===== config.mk =====
export PLATFORM = sky130hd
export DESIGN_NAME = f_ifu
export DESIGN_NICKNAME = d
export VERILOG_FILES = /design/src/rtl/f_ifu.sv
export SDC_FILE = /design/constraint.sdc
export NUM_CORES = 1
export LEC_CHECK = 0
export CAP_MARGIN = 20
export CORE_MARGIN = 1.5
export CORE_UTILIZATION = 30
export CTS_CLUSTER_SIZE = 25
export DETAILED_ROUTE_END_ITERATION = 16
export SETUP_SLACK_MARGIN = 0.02
export SYNTH_ARGS = -nofsm -noshare
export SYNTH_HDL_FRONTEND = slang
export SYNTH_SLANG_ARGS = --single-unit

===== constraint.sdc =====
create_clock -name clk -period 4.2 [get_ports clk]
set_input_delay 0.63 -clock clk [delete_from_list [all_inputs] [get_ports clk]]
set_output_delay 0.63 -clock clk [all_outputs]
set_load 0.03 [all_outputs]

===== src/rtl/f_ifu.sv =====
// F-stage fetch unit: owns the architectural PC, fetches over a variable-latency
// req/ack port, buffers a returned word across hazard stalls, and flags AdEL.
module f_ifu #(
  parameter logic [31:0] RESET_PC = 32'h0000_3000,
  parameter logic [31:0] IM_BASE  = 32'h0000_3000,
  parameter logic [31:0] IM_LIMIT = 32'h0000_6FFC
) (
  input  logic        clk,
  input  logic        reset,
  input  logic [31:0] npc,
  input  logic        stall,
  output logic        i_req,
  output logic [31:0] i_inst_addr,
  input  logic        i_ack,
  input  logic [31:0] i_rdata,
  output logic [31:0] F_pc,
  output logic [31:0] F_instr,
  output logic        F_valid,
  output logic        F_excAdEL
);

  typedef enum logic {
    FETCH = 1'b0,
    HOLD  = 1'b1
  } state_t;

  state_t      state_reg;
  logic [31:0] pc_reg;
  logic [31:0] buf_reg;
  logic        buf_valid_reg;

  logic exc;
  logic hit;
  logic advance;

  always_comb begin
    exc = (pc_reg[1:0] != 2'b00) || (pc_reg < IM_BASE) || (pc_reg > IM_LIMIT);
    // Never request an illegal address; reset gating drops req at once on async reset.
    i_req       = (state_reg == FETCH) && !exc && !reset;
    hit         = i_req && i_ack;
    F_valid     = exc || buf_valid_reg || hit;
    F_excAdEL   = exc;
    F_pc        = pc_reg;
    i_inst_addr = pc_reg;
    if (exc) begin
      F_instr = 32'h0;
    end else if (buf_valid_reg) begin
      F_instr = buf_reg;
    end else if (hit) begin
      F_instr = i_rdata;
    end else begin
      F_instr = 32'h0;
    end
    advance = F_valid && !stall;
  end

  always_ff @(posedge clk or posedge reset) begin
    if (reset) begin
      pc_reg        <= RESET_PC;
      buf_reg       <= 32'h0;
      buf_valid_reg <= 1'b0;
      state_reg     <= FETCH;
    end else if (advance) begin
      pc_reg        <= npc;
      buf_valid_reg <= 1'b0;
      state_reg     <= FETCH;
    end else if ((state_reg == FETCH) && hit && stall) begin
      // Capture the word now; the memory will not repeat it once req drops.
      buf_reg       <= i_rdata;
      buf_valid_reg <= 1'b1;
      state_reg     <= HOLD;
    end
  end

endmodule


==> flow_summary.ini, run 1 <==
[placed_design]
gp_congestion = 0.7012
place_hpwl_mm = 6.273
post_dp_cell_area_sq_um = 4802
place_ws_ps = 631.6
portBuffers = 166
place_inst = 532

[worst_setup_path]
startpoint = F_pc[16]
worst-r2r-setup-slack_ps = 1770
end_kind = output port
crit_arrival_ps = 3290
critical_path_required_ps = 3570
r2r-start = F_pc[15]
slowest_delay_ps = 840
crit_buf_inv = 2
path_class = flop to output port
crit_chain = nor4_1 > nand3_1 > or4_1 > buf_4 > nor2_1 > clkdlybuf4s50_1
worst-path-stages = 6
r2r-end = F_pc[0]
critPathSlowestCell = or4_1
rr_worst_depth = 6
start_kind = flop
cp_top_family = simple AND/OR/NAND/NOR gates
worst-path-max-fanout = 21

[sta]
rsz0062_at_grt = no
setup_ws_ps = 278.8
drv_slew = 0
finalSetupViolations = 0
final_hold_viol_count = 0
fmax_mhz = 255.0
finalCriticalPeriod_ps = 3921
maxSlewHeadroom_pct = 52.16
clock_skew_ps = 5.680
finalCritPeriodShare_pct = 93.36
tightestPinTransition_ps = 716.5
timing.hold.ws_ps = 500.3
finalSetupTns_ps = 0

[layout]
final_cell_mix = 166 x clkdlybuf4s50_1, 63 x dfrtp_1, 44 x mux2_2
final_common_cell = clkdlybuf4s50_1
final_area_sq_um = 4976
n_antenna_cell = 0
final-instance-count-excl-fill = 548
area_delta_synth_final_pct = 52.67
fin_nets = 475
layout-drive-gt1-share_pct = 16.99
post-route-util_pct = 47.77
nFillCells = 997

[power]
p_int_mw = 1.097
p_sw_share_pct = 30.21
totalPowerFinal_mw = 1.571
p_sw_mw = 0.4748
p_leak_nw = 2.003
peakVddDrop_mv = 0.1723
p_clk_share_pct = 30.3
p_per_area_nw_per_um2 = 315.8
p_seq_share_pct = 44.2
p_comb_share_pct = 25.5

[die]
dieArea_sq_um = 11500
die_x_um = 107.2
coreArea_sq_um = 10420
rows = 37
start_util_pct = 31.29
ioPinCount = 167
die_y_um = 107.2

[drt]
drc = 0
via_per_inst = 4.666
drtAntennaViolNets = 0
wl_per_cell_um = 15.78
drt_first_iter_violations = 126
finalWirelength_mm = 8.650
vias = 2557
firstDrtPassIters = 4

[grt]
grt_max_degree = 37
grt_pass1_wl_mm = 13.66
grt_pass1_vias = 2696
antenna_found_initial = 0
grt-ovfl-total = 0
grt_usage_pct = 15.16

[cts]
cts.sinks = 65
clockBufferDepth = 2
cts_root_buffer = clkbuf_8
post_cts_buffers = 0
cts_buffers = 9
clkSlewWorstSetupHoldPaths_ps = 70
cts-htree-levels = 3
cts_hold_buf = 0
clock_latency_ps = 330
ctsResizeCount = 0
tritoncts = built

[synthesis]
synth_nets = 341
syn_area_sq_um = 3259
synth_warnings = 0
synth.distinct_cells = 28
syn_inst = 273
seq_area_frac_synth_pct = 49.98
postSynthAreaPerCell_sq_um = 11.94
ys_ff_latch = 65

[min_path]
hold_path_class = flop to flop
holdPathEnd = buf_reg[13]
hold_depth = 1
min-delay-start = buf_reg[13]

[flow_run]
maxCapViolations = 0

[status]
status = finished, final reports clean
## cells in the mapped netlist
master | instances | area, sq um
nand2_1 | 3 | 11.26
inv_1 | 1 | 3.750
and4_1 | 1 | 8.760
buf_2 | 4 | 20.02
dfstp_2 | 2 | 52.55
xor2_1 | 1 | 8.760
a22oi_1 | 32 | 240.2
a31oi_1 | 1 | 6.260
buf_4 | 35 | 262.8
or3_1 | 1 | 6.260
nand3_1 | 1 | 5.000
nand4_1 | 1 | 6.260
mux2_1 | 21 | 236.5
nor4_1 | 5 | 31.28
a211oi_1 | 1 | 7.510
mux2_2 | 44 | 495.5
nor2b_1 | 2 | 12.51
a31o_4 | 1 | 17.52
nor2_1 | 36 | 135.1
nor3b_2 | 1 | 12.51
o21a_1 | 1 | 7.510
nand4b_1 | 2 | 17.52
clkbuf_1 | 7 | 26.28
clkbuf_2 | 1 | 5.000
buf_6 | 3 | 33.78
or4_1 | 1 | 7.510
nor3_1 | 1 | 5.000
dfrtp_1 | 63 | 1577
## worst max-delay path by stage
stage             endpoint
2_1_floorplan  F_instr[22]
3_3_place_gp    F_instr[7]
3_5_place_dp    F_instr[3]
4_1_cts        F_instr[20]
5_1_grt        F_instr[20]
6_report       F_instr[19]
## power groups by stage
stage          logic (mW)  clock network (mW)  registers [mW]
6_report            0.401               0.476           0.694
5_1_grt             0.423               0.523           0.700
4_1_cts             0.406               0.498           0.695
3_5_place_dp        0.405                   0           0.706
3_3_place_gp        0.404                   0           0.705
2_1_floorplan       0.177                   0           0.762
## logic make-up (layout without fill, tap and decap cells)
kind of cell	after synthesis	after routing	synth area share, %
AOI/OAI and AO/OA	36	36	8.561
xor gates and xnor gates	1	1	0.2688
and+or+nand+nor	55	55	7.946
DFF	65	65	49.98
muxes	65	65	22.46
buffers and inverters	51	190	10.79
## metal layers
| metal | global-route usage, % | vias to the layer above | wire length (um) |
|---|---|---|---|
| met5 | 0 | - | 0 |
| met4 | 5.429 | 0 | 90 |
| met3 | 3.587 | 7 | 592 |
| met2 | 25.11 | 91 | 4209 |
| met1 | 19.22 | 1248 | 3758 |
| li1 | - | 1211 | - |
## cell type report
| type | count | area, sq um | share of cell area, % |
|---|---|---|---|
| multi-input cells | 157 | 1285 | 25.82 |
| well taps | 136 | 170.2 | 3.420 |
| repair buffers | 173 | 1714 | 34.45 |
| inverters | 1 | 3.754 | 0.07543 |
| flip-flops and latches | 65 | 1629 | 32.74 |
| clock inverters | 3 | 15.01 | 0.3017 |
| clock buffers | 13 | 158.9 | 3.193 |
Note: power is estimated with default switching activity, not from simulation.
==> inputs of run 2 (changes only) <==
- SKIP_CTS_REPAIR_TIMING: not set -> 1
==> results of run 2 <==
Same layout as run 1: the final DEF is identical, and so are final timing and power.
